--- src/rtl/multicycle_ctrl_pkg.sv ---
// Shared encodings for the multicycle control sequencer: FSM states,
// supported opcodes and ALU operation codes.
package multicycle_ctrl_pkg;

    typedef enum logic [2:0] {
        ST_FETCH  = 3'd0,
        ST_DECODE = 3'd1,
        ST_EXEC   = 3'd2,
        ST_MEM    = 3'd3,
        ST_WB     = 3'd4,
        ST_HALT   = 3'd7
    } state_e;

    localparam logic [6:0] OP_R   = 7'h33;
    localparam logic [6:0] OP_I   = 7'h13;
    localparam logic [6:0] OP_LW  = 7'h03;
    localparam logic [6:0] OP_SW  = 7'h23;
    localparam logic [6:0] OP_BEQ = 7'h63;
    localparam logic [6:0] OP_JAL = 7'h6F;

    localparam logic [2:0] ALU_AND = 3'b000;
    localparam logic [2:0] ALU_OR  = 3'b001;
    localparam logic [2:0] ALU_ADD = 3'b010;
    localparam logic [2:0] ALU_SUB = 3'b110;

    function automatic logic is_supported(input logic [6:0] opc);
        case (opc)
            OP_R, OP_I, OP_LW, OP_SW, OP_BEQ, OP_JAL: return 1'b1;
            default:                                  return 1'b0;
        endcase
    endfunction

endpackage

--- src/rtl/multicycle_ctrl_if.sv ---
// Control/datapath bundle between the sequencer (master) and the
// yIF/yID/yEX datapath (slave).
interface multicycle_ctrl_if #(
    parameter int CNT_W = 16
);
    logic [31:0]      ins;
    logic             zero;
    logic [31:0]      PCp4;
    logic [31:0]      branch;
    logic [31:0]      jTarget;
    logic [31:0]      PCin;
    logic [31:0]      ir;
    logic             RegWrite;
    logic             ALUSrc;
    logic [2:0]       op;
    logic             MemRead;
    logic             MemWrite;
    logic [2:0]       state;
    logic             halt;
    logic [CNT_W-1:0] retired;

    modport master (
        input  ins, zero, PCp4, branch, jTarget,
        output PCin, ir, RegWrite, ALUSrc, op, MemRead, MemWrite, state, halt, retired
    );

    modport slave (
        output ins, zero, PCp4, branch, jTarget,
        input  PCin, ir, RegWrite, ALUSrc, op, MemRead, MemWrite, state, halt, retired
    );
endinterface

--- src/rtl/multicycle_ctrl_alu_op_decode.sv ---
// Combinational ALU operation select from the latched instruction fields.
module alu_op_decode
    import multicycle_ctrl_pkg::*;
(
    input  logic [6:0] opcode_i,
    input  logic [2:0] funct3_i,
    input  logic       bit30_i,
    output logic [2:0] op_o
);
    always_comb begin
        op_o = ALU_ADD;
        if (opcode_i == OP_BEQ) begin
            op_o = ALU_SUB;
        end else if (opcode_i == OP_R) begin
            case (funct3_i)
                3'b110:  op_o = ALU_OR;
                3'b111:  op_o = ALU_AND;
                3'b000:  op_o = bit30_i ? ALU_SUB : ALU_ADD;
                default: op_o = ALU_ADD;
            endcase
        end
    end
endmodule

--- src/rtl/multicycle_ctrl.sv ---
// Multicycle sequencer: owns the PC and instruction register, steps each
// instruction through FETCH/DECODE/EXEC/MEM/WB and counts retirements.
module multicycle_ctrl
    import multicycle_ctrl_pkg::*;
#(
    parameter logic [31:0] RESET_PC = 32'h28,
    parameter int          CNT_W    = 16
) (
    input logic               clk,
    input logic               reset,
    multicycle_ctrl_if.master bus
);
    state_e           state_q, state_d;
    logic [31:0]      pc_q, pc_d;
    logic [31:0]      ir_q, ir_d;
    logic [CNT_W-1:0] ret_q, ret_d;
    logic [6:0]       opc;
    logic [2:0]       dec_op;
    logic             last;
    logic             reg_write, mem_read, mem_write, alu_src, halt;
    logic [2:0]       alu_op;

    assign opc = ir_q[6:0];

    alu_op_decode u_alu_op_decode (
        .opcode_i (ir_q[6:0]),
        .funct3_i (ir_q[14:12]),
        .bit30_i  (ir_q[30]),
        .op_o     (dec_op)
    );

    always_ff @(posedge clk) begin
        if (reset) begin
            state_q <= ST_FETCH;
            pc_q    <= RESET_PC;
            ir_q    <= '0;
            ret_q   <= '0;
        end else begin
            state_q <= state_d;
            pc_q    <= pc_d;
            ir_q    <= ir_d;
            ret_q   <= ret_d;
        end
    end

    always_comb begin
        state_d   = state_q;
        pc_d      = pc_q;
        ir_d      = ir_q;
        ret_d     = ret_q;
        last      = 1'b0;
        reg_write = 1'b0;
        mem_read  = 1'b0;
        mem_write = 1'b0;
        alu_src   = 1'b0;
        alu_op    = ALU_ADD;
        halt      = 1'b0;

        case (state_q)
            ST_FETCH: begin
                ir_d    = bus.ins;
                state_d = (bus.ins != 32'h0 && is_supported(bus.ins[6:0])) ? ST_DECODE : ST_HALT;
            end
            ST_DECODE: state_d = ST_EXEC;
            ST_EXEC: begin
                if (opc == OP_BEQ)                       last    = 1'b1;
                else if (opc == OP_LW || opc == OP_SW)   state_d = ST_MEM;
                else                                     state_d = ST_WB;
            end
            ST_MEM: begin
                mem_read  = (opc == OP_LW);
                mem_write = (opc == OP_SW);
                if (opc == OP_SW) last    = 1'b1;
                else              state_d = ST_WB;
            end
            ST_WB: begin
                reg_write = 1'b1;
                last      = 1'b1;
            end
            ST_HALT: halt = 1'b1;
            default: state_d = ST_HALT;
        endcase

        // Operand select and ALU op are held for the whole body of the instruction.
        if (state_q == ST_DECODE || state_q == ST_EXEC || state_q == ST_MEM || state_q == ST_WB) begin
            alu_src = !(opc == OP_R || opc == OP_BEQ);
            alu_op  = dec_op;
        end

        if (last) begin
            state_d = ST_FETCH;
            ret_d   = ret_q + CNT_W'(1);
            if (opc == OP_BEQ && bus.zero) pc_d = bus.branch;
            else if (opc == OP_JAL)        pc_d = bus.jTarget;
            else                           pc_d = bus.PCp4;
        end
    end

    assign bus.PCin     = pc_q;
    assign bus.ir       = ir_q;
    assign bus.RegWrite = reg_write;
    assign bus.ALUSrc   = alu_src;
    assign bus.op       = alu_op;
    assign bus.MemRead  = mem_read;
    assign bus.MemWrite = mem_write;
    assign bus.state    = state_q;
    assign bus.halt     = halt;
    assign bus.retired  = ret_q;
endmodule

--- src/flat_wrapper.sv ---
// flat-port wrapper written by rule: the top's interface ports become plain ports
module multicycle_ctrl_flat import multicycle_ctrl_pkg::*;
#(
    parameter logic [31:0] RESET_PC = 32'h28,
    parameter int          CNT_W    = 16
)
  (clk, reset, bus_ins, bus_zero, bus_PCp4, bus_branch, bus_jTarget, bus_PCin, bus_ir, bus_RegWrite, bus_ALUSrc, bus_op, bus_MemRead, bus_MemWrite, bus_state, bus_halt, bus_retired);
  multicycle_ctrl_if #(.CNT_W(CNT_W)) bus_i ();
  input logic clk;
  input logic reset;
  input wire logic [$bits(bus_i.ins)-1:0] bus_ins;
  input wire logic [$bits(bus_i.zero)-1:0] bus_zero;
  input wire logic [$bits(bus_i.PCp4)-1:0] bus_PCp4;
  input wire logic [$bits(bus_i.branch)-1:0] bus_branch;
  input wire logic [$bits(bus_i.jTarget)-1:0] bus_jTarget;
  output wire logic [$bits(bus_i.PCin)-1:0] bus_PCin;
  output wire logic [$bits(bus_i.ir)-1:0] bus_ir;
  output wire logic [$bits(bus_i.RegWrite)-1:0] bus_RegWrite;
  output wire logic [$bits(bus_i.ALUSrc)-1:0] bus_ALUSrc;
  output wire logic [$bits(bus_i.op)-1:0] bus_op;
  output wire logic [$bits(bus_i.MemRead)-1:0] bus_MemRead;
  output wire logic [$bits(bus_i.MemWrite)-1:0] bus_MemWrite;
  output wire logic [$bits(bus_i.state)-1:0] bus_state;
  output wire logic [$bits(bus_i.halt)-1:0] bus_halt;
  output wire logic [$bits(bus_i.retired)-1:0] bus_retired;
  assign bus_i.ins = bus_ins;
  assign bus_i.zero = bus_zero;
  assign bus_i.PCp4 = bus_PCp4;
  assign bus_i.branch = bus_branch;
  assign bus_i.jTarget = bus_jTarget;
  assign bus_PCin = bus_i.PCin;
  assign bus_ir = bus_i.ir;
  assign bus_RegWrite = bus_i.RegWrite;
  assign bus_ALUSrc = bus_i.ALUSrc;
  assign bus_op = bus_i.op;
  assign bus_MemRead = bus_i.MemRead;
  assign bus_MemWrite = bus_i.MemWrite;
  assign bus_state = bus_i.state;
  assign bus_halt = bus_i.halt;
  assign bus_retired = bus_i.retired;
  multicycle_ctrl #(.RESET_PC(RESET_PC), .CNT_W(CNT_W)) u_core (.clk(clk), .reset(reset), .bus(bus_i));
endmodule
--- config.mk ---
export PLATFORM = sky130hd
export DESIGN_NAME = multicycle_ctrl_flat
export DESIGN_NICKNAME = d
export VERILOG_FILES = /design/src/rtl/multicycle_ctrl_pkg.sv /design/src/rtl/multicycle_ctrl_if.sv /design/src/rtl/multicycle_ctrl_alu_op_decode.sv /design/src/rtl/multicycle_ctrl.sv /design/src/flat_wrapper.sv
export SDC_FILE = /design/constraint.sdc
export NUM_CORES = 1
export LEC_CHECK = 0
export ABC_CLOCK_PERIOD_IN_PS = 1700
export CAP_MARGIN = 30
export CORE_ASPECT_RATIO = 1.4
export CORE_MARGIN = 5
export CORE_UTILIZATION = 35
export DETAILED_ROUTE_END_ITERATION = 8
export PLACE_DENSITY_LB_ADDON = 0.12
export SETUP_SLACK_MARGIN = 0.05
export SLEW_MARGIN = 10
export SYNTH_ARGS = -nofsm -noshare
export SYNTH_HDL_FRONTEND = slang
export SYNTH_HIERARCHICAL = 1
export SYNTH_SLANG_ARGS = --single-unit
--- constraint.sdc ---
create_clock -name clk -period 1.7 [get_ports clk]
set_clock_uncertainty 0.2 [all_clocks]
set_input_delay 0.425 -clock clk [delete_from_list [all_inputs] [get_ports clk]]
set_output_delay 0.425 -clock clk [all_outputs]
set_load 0.01 [all_outputs]
# Yosys cells after proc, flatten, opt, wreduce, memory -nomap -nowiden
# Cells that the tools add are included.
op_classes:
  addsub: 1
  n_mul: 0
  div: 0
  magnitude_cmp: 0
  eq_ne: 20
  n_shift: 0
  muxes: 22
  bitwise: 1
  n_reduce_logical: 15
op_table:
  columns: ["cell", "n"]
  rows:
  - ["32-bit 2-to-1 mux", 2]
  - ["32-bit nonzero test", 1]
  - ["7-bit by 6-bit equality test with 1-bit output, second input constant", 4]
  - ["7-bit equality test, second input constant", 4]
  - ["3-bit 2-to-1 mux", 8]
  - ["16-bit by 1-bit adder with 16-bit output, second input constant", 1]
  - ["3-bit case mux with 5 select lines", 1]
  - ["7-bit by 2-bit equality test with 1-bit output, second input constant", 2]
  - ["3-bit equality test, second input constant", 4]
  - ["1-bit 2-to-1 mux", 9]
  - ["3-bit case mux with 3 select lines", 1]
  - ["7-bit by 5-bit equality test with 1-bit output, second input constant", 1]
  - ["3-bit by 2-bit equality test with 1-bit output, second input constant", 2]
  - ["3-bit zero test", 2]
  - ["6-bit OR reduction", 1]
  - ["1-bit logical OR", 5]
  - ["2-bit != test, second input constant", 2]
  - ["2-bit OR reduction", 2]
  - ["3-bit by 1-bit equality test with 1-bit output, second input constant", 1]
  - ["1-bit case mux with 3 select lines", 1]
  - ["3-bit AND reduction", 1]
  - ["1-bit logical AND", 2]
  - ["1-bit zero test", 1]
  - ["1-bit NOT", 1]
word_totals:
  reg_bits: 83
  latchBits: 0
  ramBits: 0
  rom_bits: 0
  inputBits: 131
  output_inout_bits: 91
  elab_cells: 63
  memories: 0

# Depth between registers and ports, before layout
logic_depth:
  depth_word: 7
  mapped_depth: 7
  ltp_nobuf: 6

# Cells and area by module
# The synthesis kept the hierarchy.
by_module_without_submodules:
  columns: ["module", "instances", "cells_per_inst", "area_each_um2", "seq_area_each_um2"]
  rows:
  - ["multicycle_ctrl", 1, 421, 3935.0, 1661.6]
  - ["alu_op_decode", 1, 8, 62.6, 0.0]

# Worst setup path before layout
# OpenSTA, ideal clock, no wires.
synth_path:
  kind: "register to register"
  start: "register u_core.ir_q[6], in the netlist u_core/bus.ir[6]"
  end: "register u_core.pc_q[0], in the netlist u_core/bus.PCin[0]"
  setup_ps: 117
  t_arrival_ps: 1630
  t_required_ps: 1383
  slack_ps: -247
  stages_incl_launch_ff: 7
  n_path_buf: 1
  period_less_slack_ps: 1947
  cell_sequence: "dfxtp_1 > nand3b_1 > nor2_1 > buf_2 > mux2_2 > mux2i_1 > o2bb2ai_1"
synth_via:
  elab_chain_len: 3
  word_cells_on_any_way: 9
  cone_classes: "3 x eq/ne; 5 x mux; 1 x reduce/logical"
synth_lines:
  columns: ["item", "line_no", "source"]
  rows:
  - ["start: declaration", "multicycle_ctrl.sv:15", "logic [31:0] ir_q, ir_d;"]
  - ["start signal: assignment", "multicycle_ctrl.sv:41", "ir_q <= ir_d;"]
  - ["7-bit by 6-bit equality test with 1-bit output, or another cell as far along", "multicycle_ctrl.sv:73", "if (opc == OP_SW) last = 1'b1;"]
  - ["1-bit 2-to-1 mux, or another cell as far along", "multicycle_ctrl.sv:73", null]
  - ["1-bit case mux with 3 select lines or 32-bit 2-to-1 mux (tied branches)", "multicycle_ctrl.sv:59, multicycle_ctrl.sv:93", null]
  - ["end signal: assignment", "multicycle_ctrl.sv:40", "pc_q <= pc_d;"]
  - ["end: declaration", "multicycle_ctrl.sv:14", "logic [31:0] pc_q, pc_d;"]
# Several ways; a longest one is shown, not always the timed one.
# A chain may end at the register's enable or synchronous reset.

# Worst setup path after layout
layout_path:
  start: "register u_core.ir_q[3], in the netlist u_core/bus.ir[3]"
  end: "output port bus_op[1]"
layout_via:
  elab_chain_len: 4
  word_cells_on_any_way: 5
  cone_classes: "2 x eq/ne; 3 x mux"
layout_lines:
  columns: ["item", "line_no", "source"]
  rows:
  - ["7-bit by 6-bit equality test with 1-bit output", "multicycle_ctrl_alu_op_decode.sv:14", "end else if (opcode_i == OP_R) begin"]
  - ["3-bit 2-to-1 mux", "multicycle_ctrl_alu_op_decode.sv:14", null]
  - ["3-bit 2-to-1 mux *", "multicycle_ctrl_alu_op_decode.sv:12", "if (opcode_i == OP_BEQ) begin"]
  - ["net u_core.dec_op[1]", "multicycle_ctrl.sv:18", "logic [2:0] dec_op;"]
  - ["3-bit 2-to-1 mux *", "multicycle_ctrl.sv:85", "if (state_q == ST_DECODE || state_q == ST_EXEC || state_q == ST_MEM || state_q == ST_WB) begin"]
  - ["end: declaration", "flat_wrapper.sv:20", "output wire logic [$bits(bus_i.op)-1:0] bus_op;"]
# Mark *: on every way through the listed nets, which the timed path passes. The rest lies on a longest branch.

==> results.sh <==
export IMPL_status="complete, but fails checks"
export IMPL_violations="setup timing"
export IMPL_grt_busiest_layer="met2"
export IMPL_use_met2_pct=42.3
export IMPL_coreArea_mm2=0.0113
export IMPL_yosysSeqAreaShare_pct=41.6
export IMPL_io_buffer_count=221
export IMPL_fin_setup_tns_ns=-22.75
export IMPL_vias=4470
export IMPL_vias_per_cell=5.08
export IMPL_gp_congestion=0.813
export IMPL_track_usage_pct=23.2
export IMPL_final_common_cell="clkdlybuf4s50_1"
export IMPL_yosys_warnings=6
export IMPL_dr_pass1_iters=6
export IMPL_wirelength_um=16800
export IMPL_cp_start_kind="register"
export IMPL_mostFrequentLayoutCells="clkdlybuf4s50_1, dfxtp_1, buf_4"
export IMPL_grt_remaining_overflow=0
export IMPL_swShare_pct=36.5
export IMPL_syn2layout_area_growth_pct=106
export IMPL_synthCells=429
export IMPL_wl_per_cell_um=19.1
export IMPL_antenna_cells=0
export IMPL_report_final_slew_viol_count=0
export IMPL_fillers=827
export IMPL_cp_max_fo=5
export IMPL_rsz0062_at_grt="yes"
export IMPL_fin_nets=864
export IMPL_postCtsHoldBufs=0
export IMPL_rows=46
export IMPL_synth_seq_cells=83
export IMPL_antenna_found_initial=0
export IMPL_clock_path_buffers=2
export IMPL_slew_headroom_pct=72.1
export IMPL_insertion_delay_ns=0.33
export IMPL_drv_cap=0
export IMPL_cp_data_required_time_ns=1.07
export IMPL_synth_top_family_by_area="compound AO/OA/AOI/OAI gates"
export IMPL_switching_power_mw=3.61
export IMPL_setup_violations_final=62
export IMPL_ant_nets=0
export IMPL_hold_path_class="register to register"
export IMPL_grtUsageMet1_pct=25.4
export IMPL_yosys_cell_types_count=46
export IMPL_synth_simple_area_share_pct=16.8
export IMPL_period_minus_slack_ns=2.20
export IMPL_synth_xor_area_share_pct=2.63
export IMPL_synth_fa_ha_area_share_pct=0.313
export IMPL_p_leak_nw=3.58
export IMPL_grt_pass1_wl_um=25100
export IMPL_grtUsageMet3_pct=6.11
export IMPL_internal_power_mw=6.28
export IMPL_dr_first_iter_drc_count=119
export IMPL_place_hpwl_um=11100
export IMPL_cts_root_buf="clkbuf_16"
export IMPL_syn_mean_instance_area_um2=9.32
export IMPL_vdd_drop_max_v=0.000897
export IMPL_fmax_ghz=0.455
export IMPL_synth_mux_area_share_pct=17.1
export IMPL_drive_gt1_share_pct=43.9
export IMPL_start_util_pct=35.4
export IMPL_io_pins=222
export IMPL_hold_violations=0
export IMPL_syn_cell_area_mm2=0.00400
export IMPL_seqPwrFrac_pct=28.8
export IMPL_worst_ep_arrival_time_ns=1.57
export IMPL_die_h_um=136
export IMPL_p_comb_share_pct=52.4
export IMPL_cts_sinks=83
export IMPL_numCtsBuffers=9
export IMPL_critPathKind="register to output port"
export IMPL_htreeDepth=3
export IMPL_cts_tree="built"
export IMPL_drc_errors=0
export IMPL_syn_num_nets=561
export IMPL_die_area_mm2=0.0137
export IMPL_grt_max_degree=30
export IMPL_grt_pass1_vias=4672
export IMPL_synth_compound_area_share_pct=17.2
export IMPL_worst_pin_slew_ns=0.415
export IMPL_fin_util_pct=73.1
export IMPL_power_clock_fraction_pct=18.8
export IMPL_endpoint_kind="output port"
export IMPL_power_per_cell_area_mw_per_mm2=1200
export IMPL_setup_slack_ns=-0.499
export IMPL_fin_crit_sh_pct=129
export IMPL_path_clk_slew_ns=0.06
export IMPL_die_width_um=100
final timing paths:
kind	from	endpoint	slack (ns)	cells after the start
worst max register to register	u_core/bus.ir[3]	u_core/bus.retired[13]	-0.49	6
worst min register to register	u_core/bus.ir[10]	u_core/bus.ir[10]	0.26	2
worst max-delay path	u_core/bus.ir[3]	bus_op[1]	-0.50	4
worst min-delay path	u_core/bus.ir[10]	u_core/bus.ir[10]	0.26	2
flip-flops by register name, indices dropped and copies added (netlist names):
signal              count
u_core/bus.state        3
u_core/bus.ir          32
u_core/bus.PCin        32
u_core/bus.retired     16
per-layer routing:
layer,wire (um),up-vias
li1,-,2144
met3,1180,33
met2,8880,178
met1,6260,2115
met5,0,-
met4,466,0
Yosys cell counts (all sizes together):
master / count / area share, %
o32ai: 1 / 0.22
buf: 14 / 2.4
nor3b: 1 / 0.19
or4: 1 / 0.19
nor3: 4 / 0.63
nand3b: 1 / 0.19
mux2i: 30 / 7.5
o21a: 1 / 0.19
a31o: 1 / 0.22
inv: 6 / 0.56
or2: 1 / 0.16
nand2b: 2 / 0.38
o41a: 1 / 0.28
clkbuf: 16 / 1.5
nor2: 20 / 1.9
and4bb: 2 / 0.63
or3b: 1 / 0.22
nand4bb: 2 / 0.97
a211oi: 7 / 2.1
mux2: 34 / 9.6
xnor2: 10 / 2.2
and4: 3 / 0.66
nand4: 6 / 0.94
o22a: 2 / 0.44
a21oi: 43 / 5.5
dfxtp: 83 / 42
or3: 5 / 0.78
o21ai: 7 / 0.88
a21o: 2 / 0.38
nand2: 72 / 6.8
and4b: 1 / 0.28
and3: 2 / 0.31
o2bb2ai: 30 / 6.6
nand3: 9 / 1.1
a311oi: 1 / 0.22
xor2: 2 / 0.44
and2: 2 / 0.31
o41ai: 1 / 0.22
ha: 1 / 0.31
and3b: 1 / 0.22
area by class of cell:
cell class              instances  area [um2]  share of cell area, %
repair buffers                322        3180                   38.5
multi-input cells             310        2890                   35.0
flip-flops and latches         83        1700                   20.6
clock buffers                  13         270                   3.28
well taps                     144         180                   2.18
inverters                       6        22.5                  0.273
clock inverters                 2        10.0                  0.121
power by group through the flow:
stage	logic (mW)	clock network, mW	registers [mW]
floorplan	1.43	0	2.98
global placement	3.74	0	2.74
detailed placement	3.78	0	2.78
CTS	4.67	1.90	2.79
global route	5.48	1.98	2.92
finish	5.19	1.86	2.85
stage by stage:
stage / hold slack, ns / area (um2) / power [mW] / setup WS [ns] / std cells
after floorplan: 0.281 / 4060 / 4.40 / -0.183 / 429
after global placement: 0.241 / 6870 / 6.48 / -0.512 / 835
final: 0.264 / 8250 / 9.89 / -0.499 / 880
after CTS: 0.260 / 7940 / 9.37 / -0.488 / 873
after global routing: 0.279 / 8250 / 10.4 / -0.558 / 880
after detailed placement: 0.246 / 6870 / 6.56 / -0.518 / 835
cells by family after synthesis:
kind of cell / after synthesis
AOI/OAI and AO/OA: 97
xor gates and xnor gates: 12
adders and majority gates: 1
buffers and inverters: 36
DFF: 83
muxes: 64
and+or+nand+nor: 136
critical path: stages, from the launching register on:
cell	delay (ns)
dfxtp_4	0.36
and4bb_2	0.32
nand3_2	0.07
or3_4	0.37
buf_6	0.13
what timing repair did:
action	in CTS	in global routing
hold endpoints to repair	0	0
setup endpoints to repair	146	114
resized for setup	304	105
setup buffers	13	11
cloned	10	1
pin swaps	61	40
(Power assumes the default switching activity.)
